==> config.mk <==
export PLATFORM = sky130hd
export DESIGN_NAME = gate_vector_sequencer
export DESIGN_NICKNAME = d
export VERILOG_FILES = /design/src/rtl/gate_vector_sequencer.sv
export SDC_FILE = /design/constraint.sdc
export NUM_CORES = 1
export LEC_CHECK = 0
export CAP_MARGIN = 5
export CORE_ASPECT_RATIO = 0.6
export CORE_UTILIZATION = 34
export CTS_CLUSTER_DIAMETER = 100
export CTS_CLUSTER_SIZE = 10
export DETAILED_ROUTE_END_ITERATION = 8
export GPL_TIMING_DRIVEN = 0
export MAX_ROUTING_LAYER = met4
export PLACE_DENSITY = 0.67
export REMOVE_ABC_BUFFERS = 1
export SLEW_MARGIN = 20
export SYNTH_ARGS = -nofsm -noshare
export SYNTH_HDL_FRONTEND = slang
export SYNTH_SLANG_ARGS = --single-unit
==> constraint.sdc <==
create_clock -name clk -period 1.7 [get_ports clk]
set_clock_uncertainty 0.1 [all_clocks]
set_input_delay 0.34 -clock clk [delete_from_list [all_inputs] [get_ports clk]]
set_output_delay 0.34 -clock clk [all_outputs]
set_load 0.1 [all_outputs]
==> src/rtl/gate_vector_sequencer.sv <==
// Purpose : applies every input vector of a 1/2-input logic gate, checks the
//           response against the expected gate function and reports errors.
// Latency : DONE pulses N*(SETTLE+1)+1 cycles after START is accepted (N = 2 or 4).
// Backpressure: none; START is only honoured in IDLE and ignored while a run is active.
// Ports   : clk/rst_n clock and async active-low reset; start/mode run request and
//           expected gate; x gate response; a/b stimulus; busy/done/pass status;
//           err_cnt mismatch count; fail_vec index of the first mismatching vector.
module gate_vector_sequencer #(
  parameter int unsigned SETTLE = 2
) (
  input  logic       clk,
  input  logic       rst_n,
  input  logic       start,
  input  logic [2:0] mode,
  input  logic       x,
  output logic       a,
  output logic       b,
  output logic       busy,
  output logic       done,
  output logic       pass,
  output logic [2:0] err_cnt,
  output logic [1:0] fail_vec
);

  typedef enum logic [1:0] {
    S_IDLE,
    S_DRIVE,
    S_SAMPLE,
    S_FINISH
  } state_t;

  localparam logic [3:0] SETTLE_M1 = 4'(SETTLE - 1);

  state_t     state_q;
  state_t     state_d;
  logic [2:0] mode_q;
  logic [1:0] idx_q;
  logic [1:0] idx_nxt;
  logic [3:0] cnt_q;
  logic       two_vec;
  logic       last_vec;
  logic       expected;
  logic       mismatch;

  // NOT and BUF only have one operand, so they need just two vectors.
  assign two_vec  = (mode_q[2:1] == 2'b00);
  assign last_vec = two_vec ? (idx_q == 2'd1) : (idx_q == 2'd3);
  assign idx_nxt  = idx_q + 2'd1;

  always_comb begin
    expected = 1'b0;
    case (mode_q)
      3'd0:    expected = ~a;
      3'd1:    expected = a;
      3'd2:    expected = a & b;
      3'd3:    expected = a | b;
      3'd4:    expected = ~(a & b);
      3'd5:    expected = ~(a | b);
      3'd6:    expected = a ^ b;
      default: expected = ~(a ^ b);
    endcase
  end

  assign mismatch = (state_q == S_SAMPLE) && (x != expected);

  // Next-state logic and state-decoded outputs.
  always_comb begin
    state_d = state_q;
    busy    = 1'b0;
    done    = 1'b0;
    case (state_q)
      S_IDLE: begin
        if (start) state_d = S_DRIVE;
      end
      S_DRIVE: begin
        busy = 1'b1;
        if (cnt_q == 4'd0) state_d = S_SAMPLE;
      end
      S_SAMPLE: begin
        busy    = 1'b1;
        state_d = last_vec ? S_FINISH : S_DRIVE;
      end
      default: begin
        done    = 1'b1;
        state_d = S_IDLE;
      end
    endcase
  end

  always_ff @(posedge clk or negedge rst_n) begin
    if (!rst_n) begin
      state_q <= S_IDLE;
    end else begin
      state_q <= state_d;
    end
  end

  // Datapath: stimulus, vector index, settle counter and result registers.
  always_ff @(posedge clk or negedge rst_n) begin
    if (!rst_n) begin
      mode_q   <= 3'd0;
      idx_q    <= 2'd0;
      cnt_q    <= 4'd0;
      a        <= 1'b0;
      b        <= 1'b0;
      pass     <= 1'b0;
      err_cnt  <= 3'd0;
      fail_vec <= 2'd0;
    end else begin
      case (state_q)
        S_IDLE: begin
          if (start) begin
            mode_q   <= mode;
            idx_q    <= 2'd0;
            cnt_q    <= SETTLE_M1;
            a        <= 1'b0;
            b        <= 1'b0;
            pass     <= 1'b0;
            err_cnt  <= 3'd0;
            fail_vec <= 2'd0;
          end
        end
        S_DRIVE: begin
          if (cnt_q != 4'd0) cnt_q <= cnt_q - 4'd1;
        end
        S_SAMPLE: begin
          if (mismatch) begin
            err_cnt <= err_cnt + 3'd1;
            if (err_cnt == 3'd0) fail_vec <= idx_q;
          end
          if (last_vec) begin
            // Include this final sample's outcome in the verdict.
            pass <= (err_cnt == 3'd0) && !mismatch;
            a    <= 1'b0;
            b    <= 1'b0;
          end else begin
            idx_q <= idx_nxt;
            cnt_q <= SETTLE_M1;
            if (two_vec) begin
              a <= idx_nxt[0];
              b <= 1'b0;
            end else begin
              a <= idx_nxt[1];
              b <= idx_nxt[0];
            end
          end
        end
        default: begin
          a <= 1'b0;
          b <= 1'b0;
        end
      endcase
    end
  end

endmodule

# Yosys cells after proc, flatten, opt, wreduce, memory -nomap -nowiden

Index checks and enable logic that the tools add are counted.

Equality and inequality tests: 18
Reductions and logical operators: 21
Bitwise logic cells: 8
Add/subtract/negate cells: 3
Multiplexer cells: 30

Operator list:

| operator                                                            | count |
|---|---|
| 2-bit two-way mux                                                   | 7 |
| 4-bit two-way mux                                                   | 3 |
| 2-bit inequality test (second input constant)                       | 6 |
| 4-bit case mux with 3 select lines                                  | 1 |
| 3-bit == test (second input constant)                               | 3 |
| 1-bit two-way mux                                                   | 9 |
| 3-bit AND reduction                                                 | 3 |
| 2-bit case mux with 2 select lines                                  | 2 |
| 4-bit AND reduction                                                 | 2 |
| 1-bit case mux with 7 select lines                                  | 1 |
| 3-bit by 2-bit == test with 1-bit output (second input constant)    | 2 |
| 3-bit logical NOT                                                   | 2 |
| 3-bit two-way mux                                                   | 2 |
| 1-bit case mux with 3 select lines                                  | 2 |
| 2-bit case mux with 3 select lines                                  | 1 |
| 3-bit case mux with 2 select lines                                  | 1 |
| 2-bit AND reduction                                                 | 3 |
| 1-bit NOT                                                           | 5 |
| 2-bit by 1-bit == test with 1-bit output (second input constant)    | 2 |
| 2-bit == test (second input constant)                               | 2 |
| 2-bit logical NOT                                                   | 2 |
| 4-bit logical NOT                                                   | 1 |
| 4-bit nonzero test                                                  | 1 |
| 4-bit by 1-bit subtractor with 4-bit output (second input constant) | 1 |
| other kinds (15)                                                    | 16 |

Output and inout bits: 10
Bits of input ports: 7
Word-level logic and storage cells: 89
Register bits after elaboration: 19

# Logic depth before layout (Yosys ltp)

Depth in word-level cells: 9
Depth in mapped cells: 7
Gate-level depth less buffers: 7

# Least setup slack after synthesis

No wires, ideal clock.

Path kind: flip-flop to flip-flop
Start point: register a
End point: register err_cnt[0]
Period minus slack after synthesis: 2.515 ns
Slack: -0.815 ns
Arrival time: 2.289 ns
Buffers on the path: 0
Required time: 1.474 ns
Cell stages (with the launch flop): 7
Library setup time: 0.126 ns
Cell sequence: dfrtp_1 inv_1 ha_1 xnor2_1 o22a_1 nand2_2 a221o_1

Word-level cells in the longest chain between the ends: 7
Elaborated cells between the ends (all ways): 12
Those cells by class: 2 x eq/ne; 1 x mux; 7 x bitwise; 2 x reduce/logical

RTL lines:

| what                                            | RTL line   | text |
|---|---|---|
| start, declared                                 | 16         | `output logic a,` |
| start signal, assigned                          | 140        | `a <= idx_nxt[0];` |
| start signal, assigned                          | 143        | `a <= idx_nxt[1];` |
| 1-bit bitwise XOR, or another cell as far along | 59, 60     |  |
| 1-bit NOT (on tied branches)                    | 60, 57, 58 |  |
| 1-bit case mux with 7 select lines *            | 52         | `case (mode_q)` |
| 1-bit inequality test *                         | 64         | `assign mismatch = (state_q == S_SAMPLE) && (x != expected);` |
| 1-bit logical AND *                             | 64         |  |
| 2-bit inequality test (no line) *               | n/a        |  |
| 3-bit AND reduction (no line) *                 | n/a        |  |
| end signal, assigned                            | 128        | `err_cnt <= err_cnt + 3'd1;` |
| end, declared                                   | 21         | `output logic [2:0] err_cnt,` |

Mark *: on every way between the ends. The rest lies on a longest branch, timed or not.
A chain may end at the register's enable or synchronous reset.

# Final worst setup path

Start point: register mode_q[2]
End point: register cnt_q[0]

Word-level cells in the longest chain between the ends: 4

RTL lines:

| what                            | RTL line | text |
|---|---|---|
| start, declared                 | 36       | `logic [2:0] mode_q;` |
| start signal, assigned          | 113      | `mode_q <= mode;` |
| 2-bit logical NOT               | 46       | `assign two_vec = (mode_q[2:1] == 2'b00);` |
| 1-bit two-way mux               | 47       | `assign last_vec = two_vec ? (idx_q == 2'd1) : (idx_q == 2'd3);` |
| 2-bit inequality test (no line) | n/a      |  |
| 4-bit AND reduction (no line)   | n/a      |  |
| end signal, assigned            | 124      | `if (cnt_q != 4'd0) cnt_q <= cnt_q - 4'd1;` |
| end, declared                   | 39       | `logic [3:0] cnt_q;` |

No other way between the ends.

==> metrics.md <==
| Metric | Value |
|---|---|
| Num rows | 17 |
| Critical path arrival | 1.90 ns |
| Fin area | 1950 um^2 |
| CTS Hold Bufs | 0 |
| Min Clock Period, post-route | 1.84 ns |
| # H-tree levels | 1 |
| Placeable core area | 3700 um^2 |
| Syn Inst Count | 143 |
| Worst path bufs/invs | 1 |
| N_diodes | 0 |
| Tot GR Track Use | 19.2% |
| Total Routed Length | 3.72 mm |
| Seq cells post-synth | 19 |
| Antenna violations before repair | 0 |
| Nets | 199 |
| CTS root buf | clkbuf_8 |
| Starting Density | 35.8% |
| RSZ-0062 raised after global routing | true |
| Deepest clock path buffer count | 2 |
| Slew Viols, Final | 0 |
| Final setup vio count | 10 |
| Cell Area, Synth | 1330 um^2 |
| Final setup margin | -0.144 ns |
| Routability Congestion | 0.853 |
| Port buffer count | 16 |
| Mean post-synth cell area | 9.27 um^2 |
| Critical path's largest stage delay | 0.47 ns |
| CP max stage cell | dfrtp_2 |
| Register area share after synthesis | 35.8% |
| Crit Path Class | flip-flop to flip-flop |
| Register area | 479 um^2 |
| Layout cell share with drive strength beyond 1 | 47.8% |
| TritonCTS Buffers | 3 |
| Die width | 82.6 um |
| DR pass1 iterations | 4 |
| Antenna Violating Nets Remaining | 0 |
| DP Wirelength | 2.28 mm |
| 1st-iter DRT viols | 120 |
| Final Instance Count excl. Fillers | 229 |
| Post-synthesis cell type count | 50 |
| Failing checks | setup timing |
| Max_slew headroom | 38.8% |
| Residual DRC | 0 |
| Dpl ws | -0.643 ns |
| Final hold vios | 0 |
| Vias in the first global route | 1240 |
| Worst skew pair latency | 0.26 ns |
| Status | complete, but fails checks |
| Delay-heaviest family, CP | simple AND/OR/NAND/NOR gates |
| CP required | 1.76 ns |
| Area Overhead vs Synth | 46.7% |
| Pin count of the biggest net entering global routing | 20 |
| Clock sinks | 19 |
| Asr flop ratio synth | 100% |
| Die area | 4160 um^2 |
| Vias per cell | 5.43 |
| Multi-input logic area | 972 um^2 |
| CTS tree | built |
| Die H | 50.4 um |
| Crit path launch type | flip-flop |
| DP Area | 1520 um^2 |
| Reg clk slew, reported paths | 0.08 ns |
| YS warnings | 0 |
| Critical path peak fanout | 7 |
| Layout fillers | 324 |
| IO Pins | 17 |
| Cells after DPL | 203 |
| Max Cap Viol | 0 |
| First-pass GRT wire length | 5.79 mm |
| Cell breakdown of the critical path | or3_4, a21oi_4, nor4_4, buf_4, mux2_4 |
| EDFF count, synth | 0 |
| Worst hold slack | 0.402 ns |
| Detailed-route wire length per cell | 16.3 um |
| Final Cycle Share | 108% |
| Vias | 1243 |
| Worst Setup End Kind | flip-flop |
| Max Fclk | 542 MHz |
| Worst slew pin tran | 0.915 ns |
| GRT overflow | 0 |
| Main flop type after synthesis | dfrtp_1 |
| Hold Path Class | flip-flop to flip-flop |
[area by class of cell]
| cell class | instances | area share (%) |
|---|---|---|
| Clock inverter | 1 | 0.257 |
| Multi-Input combinational cell | 110 | 50.0 |
| Inverter | 11 | 2.32 |
| Tap cell | 47 | 3.02 |
| Sequential cell | 19 | 24.6 |
| Timing Repair Buffer | 38 | 17.7 |
| Clock buffer | 3 | 2.12 |
[what timing repair did]
item                       in CTS  in global routing
gates resized for setup        85                 19
setup buffers                  15                  7
pin swaps                      17                 13
setup endpoints to repair      26                 18
[path summary, 6_finish.rpt]
check / slack, ns / endpoint / from / cells past startpoint
max: -0.14 / cnt_q[0] / mode_q[2] / 5
min: 0.40 / pass / pass / 2
max reg2reg: -0.14 / cnt_q[0] / mode_q[2] / 5
min reg2reg: 0.40 / pass / pass / 2
max in group asynchronous: 0.39 / state_q[1] / rst_n / 1
min in group asynchronous: 0.48 / fail_vec[0] / rst_n / 1
[sequential cells by signal, summed over array words and instances (netlist names)]
name and cells:
err_cnt 3, b 1, mode_q 3, cnt_q 4
pass 1, state_q 2, a 1, fail_vec 2
idx_q 2
[cell usage in the layout (no fill, tap or decap), types with 4 or more instances in the layout]
cell type	count
clkdlybuf4s50_1	5
nand2b_1	4
inv_2	6
nand2_1	12
ha_4	4
nor2_1	10
dfrtp_1	16
inv_1	4
buf_4	19
o21ai_0	6
[logic make-up (layout without fill, tap and decap cells)]
logic type | count (synthesis) | in the layout | share of synthesized area, %
fa+ha+maj | 9 | 9 | 8.49
flops | 19 | 19 | 35.8
simple gates | 56 | 56 | 23.9
buf+inv | 14 | 53 | 4.81
xor+xnor | 4 | 4 | 2.64
mux | 5 | 5 | 4.15
compound gates | 36 | 36 | 20.2
[cells in the mapped netlist, types with 2 or more instances]
cell type   n  share of area [%]
dfrtp_1    19                 36
nand2_1    14                4.0
nor2_1     12                3.4
inv_1      11                3.1
ha_1        9                8.5
o21ai_0     9                3.4
mux2_2      4                3.4
nand2b_1    4                1.9
a21oi_1     3                1.1
nor2b_1     3                1.4
nor3_1      3                1.1
nor4_1      3                1.4
o211ai_1    3                1.7
xnor2_1     3                2.0
a221o_1     2                1.5
nand2_2     2               0.94
nand3b_1    2                1.1
o21ai_1     2               0.75
o22ai_1     2               0.94
o2bb2ai_1   2                1.3
or2_2       2               0.94
[per-layer routing]
layer / share of wire, % / global-route usage, %
met3: 5.2 / 5.09
met5: 0 / -
met1: 46 / 25.4
met4: 0.81 / 3.16
met2: 48 / 30.0
[metrics by stage]
step / utilization (%) / setup TNS, ns
floorplan: - / -5.43
global placement: 41.1 / -7.67
detailed placement: 41.1 / -9.37
CTS: 50.0 / -0.450
global route: 52.6 / -1.63
finish: 52.6 / -0.694
[worst min-delay path, stage by stage (launching register included)]
cell     delay (ns)
dfrtp_1        0.36
nand2_1        0.07
o41ai_2        0.04
Power is left out: the tool's default activity adds up to more than one toggle a clock period on the data nets, which glitch-free logic cannot reach.
